$ cat src/rtl/inert_pkg.sv
// Shared definitions for the inertial sensor interface: FSM state
// encodings, the sensor command words, the offsets and gains used by
// the pitch integrator, and small arithmetic helpers.
// Build option: define INERT_FUSION_EN to enable accelerometer fusion.
package inert_pkg;

  // Top-level sequencing states
  typedef enum logic [3:0] {
    PWR_WAIT,
    INIT1,
    INIT2,
    INIT3,
    INIT4,
    WAIT_INT,
    RD_RTL,
    RD_RTH,
    RD_AZL,
    RD_AZH,
    UPDATE,
    PULSE
  } state_t;

  // SPI master states
  typedef enum logic {
    SPI_IDLE,
    SPI_BUSY
  } spi_state_t;

  // Sensor configuration writes, issued once after power-up
  localparam logic [15:0] CMD_INIT1 = 16'h0D02;
  localparam logic [15:0] CMD_INIT2 = 16'h1053;
  localparam logic [15:0] CMD_INIT3 = 16'h1150;
  localparam logic [15:0] CMD_INIT4 = 16'h1460;

  // Read commands: the address is in the upper byte, data returns in the lower
  localparam logic [15:0] RD_RTL_CMD = 16'hA200;
  localparam logic [15:0] RD_RTH_CMD = 16'hA300;
  localparam logic [15:0] RD_AZL_CMD = 16'hAC00;
  localparam logic [15:0] RD_AZH_CMD = 16'hAD00;

  // Integrator and fusion constants
  localparam logic [15:0] PTCH_RT_OFFSET = 16'h0050;
  localparam logic [15:0] AZ_OFFSET      = 16'h00A0;
  localparam logic [25:0] FUSION_GAIN    = 26'd327;
  localparam logic [26:0] FUSION_STEP    = 27'd1024;

  // Sign-extend a 16-bit value to the integrator width
  function automatic logic [26:0] sext16_27(input logic [15:0] v);
    return {{11{v[15]}}, v};
  endfunction

  // Pitch estimate derived from the accelerometer Z reading
  function automatic logic [12:0] calc_ptch_acc(input logic [15:0] az);
    logic [15:0]        az_off;
    logic signed [25:0] prod;
    az_off = az - AZ_OFFSET;
    prod   = $signed({{10{az_off[15]}}, az_off}) * $signed(FUSION_GAIN);
    return 13'(prod >>> 13);
  endfunction

endpackage

$ cat src/rtl/inert_intf_spi.sv
// spi_mnrch: 16-bit SPI master, mode 3 (SCLK idles high, MOSI launched on
// the falling edge, MISO captured on the rising edge), SCLK = clk/16,
// MSB first. A write request while busy is ignored; done pulses for one
// clock when the last bit has been captured, with rd_data complete.
module spi_mnrch
  import inert_pkg::*;
(
  input  logic        clk,
  input  logic        rst_n,
  input  logic        wrt,
  input  logic [15:0] wt_data,
  output logic        done,
  output logic [15:0] rd_data,
  output logic        SS_n,
  output logic        SCLK,
  output logic        MOSI,
  input  logic        MISO
);

  spi_state_t  r_state;
  logic [3:0]  r_div;
  logic [3:0]  r_bits;
  logic [15:0] r_shft;
  logic        r_ss_n;
  logic        r_sclk;
  logic        r_mosi;
  logic        r_done;

  // Shift engine: divider phase 7 drops SCLK and launches the next bit,
  // phase 15 raises SCLK and captures MISO into the shift register.
  always_ff @(posedge clk or negedge rst_n) begin
    if (!rst_n) begin
      r_state <= SPI_IDLE;
      r_div   <= 4'd0;
      r_bits  <= 4'd0;
      r_shft  <= 16'h0000;
      r_ss_n  <= 1'b1;
      r_sclk  <= 1'b1;
      r_mosi  <= 1'b0;
      r_done  <= 1'b0;
    end else begin
      r_done <= 1'b0;
      case (r_state)
        SPI_IDLE: begin
          if (wrt) begin
            r_state <= SPI_BUSY;
            r_ss_n  <= 1'b0;
            r_div   <= 4'd0;
            r_bits  <= 4'd0;
            r_shft  <= wt_data;
          end else begin
            r_sclk  <= 1'b1;
          end
        end
        SPI_BUSY: begin
          r_div <= r_div + 4'd1;
          if (r_div == 4'd7) begin
            r_sclk <= 1'b0;
            r_mosi <= r_shft[15];
          end else if (r_div == 4'd15) begin
            r_sclk <= 1'b1;
            r_shft <= {r_shft[14:0], MISO};
            if (r_bits == 4'd15) begin
              r_state <= SPI_IDLE;
              r_ss_n  <= 1'b1;
              r_done  <= 1'b1;
            end else begin
              r_bits  <= r_bits + 4'd1;
            end
          end else begin
            r_sclk <= r_sclk;
          end
        end
        default: begin
          r_state <= SPI_IDLE;
          r_ss_n  <= 1'b1;
          r_sclk  <= 1'b1;
        end
      endcase
    end
  end

  assign done    = r_done;
  assign rd_data = r_shft;
  assign SS_n    = r_ss_n;
  assign SCLK    = r_sclk;
  assign MOSI    = r_mosi;

endmodule

$ cat src/rtl/inert_intf.sv
// inert_intf: sequences an inertial sensor over SPI. After a power-up
// wait it writes four configuration words, then on each data-ready
// interrupt reads pitch rate (L/H) and accelerometer Z (L/H), integrates
// the offset-compensated rate into a 27-bit pitch accumulator and pulses
// vld with the new pitch and raw rate.
// Build option: define INERT_FUSION_EN to nudge the integrator toward the
// accelerometer-derived pitch each sample. The AZ reads happen in both
// builds so the SPI traffic is identical.
module inert_intf
  import inert_pkg::*;
#(
  parameter int fast_sim = 1
) (
  input  logic        clk,
  input  logic        rst_n,
  input  logic        INT,
  output logic        SS_n,
  output logic        SCLK,
  output logic        MOSI,
  input  logic        MISO,
  output logic        vld,
  output logic [15:0] ptch,
  output logic [15:0] ptch_rt
);

  state_t      r_state;
  logic [15:0] r_timer;
  logic        r_wrt;
  logic [15:0] r_cmd;
  logic        r_int_ff1;
  logic        r_int_ff2;
  logic [7:0]  r_rtl;
  logic [7:0]  r_rth;
  logic [7:0]  r_azl;
  logic [7:0]  r_azh;
  logic [26:0] r_ptch_int;
  logic [15:0] r_ptch_rt;
  logic        r_vld;

  logic        w_done;
  logic [15:0] w_rd_data;
  logic        w_timer_done;
  logic [15:0] w_rt_comp;
  logic [26:0] w_fus;
  logic [26:0] w_ptch_int_nxt;
  logic        w_unused;

  spi_mnrch u_spi (
    .clk     (clk),
    .rst_n   (rst_n),
    .wrt     (r_wrt),
    .wt_data (r_cmd),
    .done    (w_done),
    .rd_data (w_rd_data),
    .SS_n    (SS_n),
    .SCLK    (SCLK),
    .MOSI    (MOSI),
    .MISO    (MISO)
  );

  // Power-up wait terminal count: 2^9 clocks for simulation, 2^16 otherwise
  assign w_timer_done = (fast_sim != 0) ? (r_timer[8:0] == 9'h1FF)
                                        : (r_timer == 16'hFFFF);

  // Offset-compensated rate of the sample being committed
  assign w_rt_comp = {r_rth, r_rtl} - PTCH_RT_OFFSET;

`ifdef INERT_FUSION_EN
  logic [12:0] w_ptch_acc;

  // Fusion term steers the accumulator toward the accelerometer pitch
  always_comb begin
    w_ptch_acc = calc_ptch_acc({r_azh, r_azl});
    if ($signed({{3{w_ptch_acc[12]}}, w_ptch_acc}) > $signed(r_ptch_int[26:11])) begin
      w_fus = FUSION_STEP;
    end else begin
      w_fus = ~FUSION_STEP + 27'd1;
    end
  end

  assign w_unused = ^w_rd_data[15:8];
`else
  assign w_fus    = 27'd0;
  assign w_unused = ^{w_rd_data[15:8], r_azl, r_azh};
`endif

  // One integrator step; wraps two's-complement
  assign w_ptch_int_nxt = r_ptch_int - sext16_27(w_rt_comp) + w_fus;

  // Two-flop synchronizer for the asynchronous data-ready interrupt
  always_ff @(posedge clk or negedge rst_n) begin
    if (!rst_n) begin
      r_int_ff1 <= 1'b0;
      r_int_ff2 <= 1'b0;
    end else begin
      r_int_ff1 <= INT;
      r_int_ff2 <= r_int_ff1;
    end
  end

  // Main sequencer: power-up wait, init writes, interrupt-driven read burst,
  // integrator update and valid pulse
  always_ff @(posedge clk or negedge rst_n) begin
    if (!rst_n) begin
      r_state    <= PWR_WAIT;
      r_timer    <= 16'h0000;
      r_wrt      <= 1'b0;
      r_cmd      <= 16'h0000;
      r_rtl      <= 8'h00;
      r_rth      <= 8'h00;
      r_azl      <= 8'h00;
      r_azh      <= 8'h00;
      r_ptch_int <= 27'd0;
      r_ptch_rt  <= 16'h0000;
      r_vld      <= 1'b0;
    end else begin
      r_wrt <= 1'b0;
      r_vld <= 1'b0;
      case (r_state)
        PWR_WAIT: begin
          if (w_timer_done) begin
            r_state <= INIT1;
            r_timer <= 16'h0000;
            r_wrt   <= 1'b1;
            r_cmd   <= CMD_INIT1;
          end else begin
            r_timer <= r_timer + 16'd1;
          end
        end
        INIT1: begin
          if (w_done) begin
            r_state <= INIT2;
            r_wrt   <= 1'b1;
            r_cmd   <= CMD_INIT2;
          end
        end
        INIT2: begin
          if (w_done) begin
            r_state <= INIT3;
            r_wrt   <= 1'b1;
            r_cmd   <= CMD_INIT3;
          end
        end
        INIT3: begin
          if (w_done) begin
            r_state <= INIT4;
            r_wrt   <= 1'b1;
            r_cmd   <= CMD_INIT4;
          end
        end
        INIT4: begin
          if (w_done) begin
            r_state <= WAIT_INT;
          end
        end
        WAIT_INT: begin
          if (r_int_ff2) begin
            r_state <= RD_RTL;
            r_wrt   <= 1'b1;
            r_cmd   <= RD_RTL_CMD;
          end
        end
        RD_RTL: begin
          if (w_done) begin
            r_rtl   <= w_rd_data[7:0];
            r_state <= RD_RTH;
            r_wrt   <= 1'b1;
            r_cmd   <= RD_RTH_CMD;
          end
        end
        RD_RTH: begin
          if (w_done) begin
            r_rth   <= w_rd_data[7:0];
            r_state <= RD_AZL;
            r_wrt   <= 1'b1;
            r_cmd   <= RD_AZL_CMD;
          end
        end
        RD_AZL: begin
          if (w_done) begin
            r_azl   <= w_rd_data[7:0];
            r_state <= RD_AZH;
            r_wrt   <= 1'b1;
            r_cmd   <= RD_AZH_CMD;
          end
        end
        RD_AZH: begin
          if (w_done) begin
            r_azh   <= w_rd_data[7:0];
            r_state <= UPDATE;
          end
        end
        UPDATE: begin
          r_ptch_rt  <= {r_rth, r_rtl};
          r_ptch_int <= w_ptch_int_nxt;
          r_vld      <= 1'b1;
          r_state    <= PULSE;
        end
        PULSE: begin
          r_state <= WAIT_INT;
        end
        default: begin
          r_state <= PWR_WAIT;
          r_timer <= 16'h0000;
        end
      endcase
    end
  end

  assign vld     = r_vld;
  assign ptch    = r_ptch_int[26:11];
  assign ptch_rt = r_ptch_rt;

endmodule
$ cat config.mk
export PLATFORM = sky130hd
export DESIGN_NAME = inert_intf
export DESIGN_NICKNAME = d
export VERILOG_FILES = /design/src/rtl/inert_pkg.sv /design/src/rtl/inert_intf_spi.sv /design/src/rtl/inert_intf.sv
export SDC_FILE = /design/constraint.sdc
export NUM_CORES = 1
export LEC_CHECK = 0
export BUFFER_PORTS_ARGS = -buffer_cell sky130_fd_sc_hd__buf_4
export CAP_MARGIN = 20
export CORE_MARGIN = 2
export CORE_UTILIZATION = 55
export DETAILED_ROUTE_END_ITERATION = 6
export PLACE_DENSITY = 0.73
export RECOVER_POWER = 100
export REMOVE_ABC_BUFFERS = 1
export SKIP_LAST_GASP = 1
export SYNTH_ARGS = -nofsm -noshare
export SYNTH_HDL_FRONTEND = slang
export SYNTH_SLANG_ARGS = --single-unit
$ cat constraint.sdc
create_clock -name clk -period 3.5 [get_ports clk]
set_input_delay 0.525 -clock clk [delete_from_list [all_inputs] [get_ports clk]]
set_output_delay 0.525 -clock clk [all_outputs]
set_load 0.02 [all_outputs]
## Yosys cells after proc, flatten, opt, wreduce, memory -nomap -nowiden

Index checks and enable logic that the tools add are counted.

| storage, ports and cells | value |
|---|---|
| register bits after elaboration | 128 |
| input bits | 4 |
| output and inout port bits | 36 |
| word-level logic and storage cells | 125 |

| operators by class | value |
|---|---|
| add/sub/neg operators | 5 |
| equality and inequality tests | 32 |
| multiplexer cells | 55 |
| bitwise operators | 1 |
| reductions and logical operators | 13 |

Operator list:

| operator | count |
|---|---|
| two-way mux 16 bit | 12 |
| one-hot mux 16 bit (8 select lines) | 1 |
| one-hot mux 16 bit (2 select lines) | 2 |
| two-way mux 4 bit | 14 |
| one-hot mux 4 bit (12 select lines) | 1 |
| subtractor 27 bit | 1 |
| equality test 4 bit (second input constant) | 6 |
| equality test 4 x 3 -> 1 bit (second input constant) | 5 |
| two-way mux 1 bit | 19 |
| adder 16 x 1 -> 16 bit (second input constant) | 1 |
| != test 2 x 1 -> 1 bit (second input constant) | 8 |
| != test 2 bit (second input constant) | 8 |
| one-hot mux 4 bit (2 select lines) | 2 |
| subtractor 16 x 7 -> 16 bit (second input constant) | 1 |
| OR reduction 11 bit | 1 |
| AND reduction 10 bit | 1 |
| equality test 9 bit (second input constant) | 1 |
| AND reduction 9 bit | 1 |
| adder 4 x 1 -> 4 bit (second input constant) | 2 |
| equality test 4 x 2 -> 1 bit (second input constant) | 2 |
| AND reduction 2 bit | 4 |
| AND reduction 4 bit | 2 |
| nonzero test 8 bit | 1 |
| one-hot mux 1 bit (2 select lines) | 3 |
| 7 further kinds | 7 |

## Longest topological paths before layout

| logic depth | value |
|---|---|
| depth after elaboration | 5 |
| mapped depth | 15 |
| gate-level depth less buffers | 15 |

## Modules after synthesis

A second synthesis with hierarchy kept.

| unflattened totals | value |
|---|---|
| cell total of the unflattened synthesis | 629 |
| area total of the unflattened synthesis | 6302.3 um^2 |

Modules (own cells, without submodules):

| module | instances | cells an instance | area an instance (um^2) | sequential area each (um^2) |
|---|---|---|---|---|
| inert_intf | 1 | 513 | 4790.8 | 2152.1 |
| spi_mnrch | 1 | 116 | 1511.4 | 728.2 |

## Worst setup path after synthesis

Ideal clock, no wire load.

| path | value |
|---|---|
| path kind | reg2reg |
| start point | register r_rth[1] |
| end point | register r_ptch_int[17] |
| setup time | 0.079 ns |
| arrival | 3.182 ns |
| setup slack | 0.238 ns |
| cell stages (with the launch flop) | 13 |
| buffers on the path | 0 |
| clock period less this slack | 3.262 ns |
| cell sequence | dfrtp_1 nor4_2 nand2_1 or3_1 xor2_1 ha_1 and3_1 a221oi_1 and2_1 o31ai_4 or3_1 a21oi_1 xor2_1 |

| between the ends | value |
|---|---|
| word-level cells in the longest chain between the ends | 2 |

RTL lines:

| element | RTL line | text |
|---|---|---|
| start: declaration | inert_intf.sv:33 | `logic [7:0] r_rth;` |
| start signal: assignment | inert_intf.sv:173 | `r_rth <= w_rd_data[7:0];` |
| subtractor 16 x 7 -> 16 bit | inert_intf.sv:66 | `assign w_rt_comp = {r_rth, r_rtl} - PTCH_RT_OFFSET;` |
| subtractor 27 bit | inert_intf.sv:88 | `assign w_ptch_int_nxt = r_ptch_int - sext16_27(w_rt_comp) + w_fus;` |
| end signal: assignment | inert_intf.sv:195 | `r_ptch_int <= w_ptch_int_nxt;` |
| end: declaration | inert_intf.sv:36 | `logic [26:0] r_ptch_int;` |

No other way between the ends.
A chain may end at the register's enable or synchronous reset.

## Worst setup path in the final report

| path | value |
|---|---|
| start point | register r_rth[2] |
| end point | register r_ptch_int[17] |

Same word-level chain as after synthesis.

==> qor.yml <==
worstMarginPinSlew_ns: 2.90
avgViaCountPerCell: 5.73
synth.most_common_cell: "dfrtp_1"
final_util_pct: 64.0
critPathLaunch: "r_rth[2]"
die_h_um: 109
violations: "capacitance limit, slew limit"
core_area_mm2: 0.0108
endpoint: "r_ptch_int[17]"
grt_max_degree: 63
period_minus_slack_ns: 3.35
clk_latency_ns: 0.54
end_kind: "register"
synth_area_leaders: "dfrtp_1 47%, nand2_1 6.3%, o21ai_0 4.7%"
grt_overflow: 0
tns_ns: 0
r2r_cells: 12
nets: 680
die_area_mm2: 0.0118
post_drt_wl_per_cell_um: 15.7
cts_sinks: 115
yosysTopAreaCell: "dfrtp_1"
r2r-start: "r_rth[2]"
ys_ff_latch: 115
finClkSkew_ns: 0.00905
clockBufferDepth: 2
start_kind: "register"
slew_viol_final: 54
chipWidth_um: 109
ir_drop_uv: 297
drt-total-wl_mm: 12.7
crit_fanout: 8
fin_crit_sh_pct: 95.6
start_util_pct: 56.0
drc: 0
required_ns: 3.95
area_delta_synth_final_pct: 14.3
drtIter0Drc: 312
synth-edff-count: 0
hold_path.class: "in -> reg"
ios: 40
powerDensity_mw_per_mm2: 446
synth_common_cells: "113 x dfrtp_1, 102 x nand2_1, 57 x o21ai_0, 39 x nor2_1, 29 x a21oi_1"
drv_cap: 1
fin_cells: 808
routabilityCongestion: 0.923
hold_buffers: 0
drive_above_1_share_pct: 13.8
place_ws_ns: 0.0317
fmax_ghz: 0.299
path_class: "reg -> reg"
h-tree-depth: 4
tritoncts.num_buffers: 17
vias: 4630
syn_inst: 627
dpl_cell_area_mm2: 0.00637
synth_cell_types: 62
drtAntennaViolNets: 0
setup_viol: 0
dp_hpwl_mm: 8.36
hold_viol_final: 0
fp-row-count: 38
synth_top_area_share_pct: 46.8
diodes: 0
yosys_warnings: 0
synthFlopType: "dfrtp_1"
ys_seq_area_share_pct: 47.7
slew_headroom_pct: -93.5
postSynth.asyncResetShare_pct: 100
netlist_area_mm2: 0.00604
p_leak_uw: 0.00322
grt_pass1_wl_mm: 21.0
path_clk_slew_ns: 0.06
cts_tree: "yes"
arrival_ns: 3.79
cts_root_buffer: "clkbuf_8"
setup_ws_ns: 0.154
port_buffers: 39
grt_antenna_before_repair: 0
status: "finished with violations"
first_global_vias: 4472
reg2reg_to: "r_ptch_int[17]"
whs_path_depth: 1
dp.cells: 772
first_pass_iters: 4
syn-mean-instance-area_um2: 9.64
track_usage_pct: 23.1
stdcell_area_mm2: 0.00691
r2r_slack_ns: 0.15
## worst max-delay path, stage by stage, from the launching register on
cell      delay, ns
dfrtp_2        0.42
nor4_4         0.33
nand2_1        0.10
or3_1          0.32
xor2_1         0.15
ha_1           0.36
and3_4         0.21
a221oi_4       0.30
and2_4         0.20
o31ai_4        0.11
or3_1          0.41
a21oi_2        0.16
xor2_1         0.18
## layout make-up
cell class	instances	area (um2)
clock inverters	13	160
clock buffers	19	432
repair buffers	52	260
inverters	17	63.8
well taps	140	175
multi-input cells	452	2930
flip-flops and latches	115	2880
fillers	872	3890
## cells in the final DEF, fill, tap and decap left out, types with 3 or more instances in the layout
cell	n
nand2b_1	7
xnor2_1	19
o21a_1	3
nor2_1	39
nor3b_1	3
o21ai_0	58
inv_1	16
a21oi_1	28
a31oi_1	5
nand4_1	5
nand3_1	19
nor3_1	7
clkbuf_1	39
a22o_1	3
clkinv_4	3
or3_1	9
mux2_2	23
clkinv_2	4
ha_1	20
xor2_1	19
clkbuf_16	16
buf_4	12
a21o_1	4
and3_1	8
o31a_1	3
nor2b_1	6
dfrtp_1	112
bufinv_16	3
nand2_1	102
nor4_2	3
mux2i_1	13
o31ai_1	3
## report_power, final
group | internal [uW] | switching, uW | leakage [uW]
combinational | 4.26 | 25.5 | 0.00136
clock | 1100 | 619 | 0.000288
sequential | 1330 | 0.684 | 0.00157
## worst min-delay path by stage
| stage | startpoint | endpoint | slack [ns] |
|---|---|---|---|
| after floorplan | rst_n | ptch_rt[0] | 0.23 |
| after global placement | r_int_ff1 | r_int_ff2 | 0.33 |
| after detailed placement | r_int_ff1 | r_int_ff2 | 0.34 |
| after CTS | rst_n | ptch_rt[3] | 0.05 |
| after global routing | INT | r_int_ff1 | 0.10 |
| final | INT | r_int_ff1 | 0.12 |
## per-stage QoR
step / hold slack (ns) / power (uW)
after floorplan: 0.229 / 1360
after global placement: 0.333 / 1390
after detailed placement: 0.338 / 1390
after CTS: 0.0492 / 3110
after global routing: 0.104 / 3180
final: 0.121 / 3080
## repair_timing
item                                    4_1_cts  5_1_grt
endpoints found under the setup margin        1       10
resized for setup                             2       10
setup buffers                                 0        4
pin swaps                                     0        6
## sequential cells by signal, indices dropped and copies added (netlist names)
name / cells
u_spi.MOSI: 1
u_spi.r_bits: 4
r_timer: 9
ptch_rt: 16
u_spi.rd_data: 16
r_rth: 8
r_cmd: 10
r_rtl: 8
r_int_ff2: 1
r_int_ff1: 1
u_spi.done: 1
r_wrt: 1
u_spi.r_div: 4
r_state: 4
u_spi.SCLK: 1
u_spi.r_state: 1
r_ptch_int: 27
u_spi.SS_n: 1
vld: 1
## per-layer routing
layer	vias up	part of all wire [%]	track usage, %
li1	2226	-	-
met1	2272	45	29.6
met2	101	49	37.0
met3	31	4.0	5.98
met4	0	2.2	10.5
met5	-	0	0
## logic make-up after synthesis
kind of cell / count (synthesis) / share of synthesized area, %
AND/OR/NAND/NOR: 227 / 18.0
AO/OA/AOI/OAI: 128 / 12.8
flip-flops: 115 / 47.7
buffers and inverters: 60 / 4.74
XOR/XNOR: 39 / 5.78
multiplexers: 36 / 6.44
adder cells (fa/ha/maj): 22 / 4.64
(Power assumes the default switching activity.)
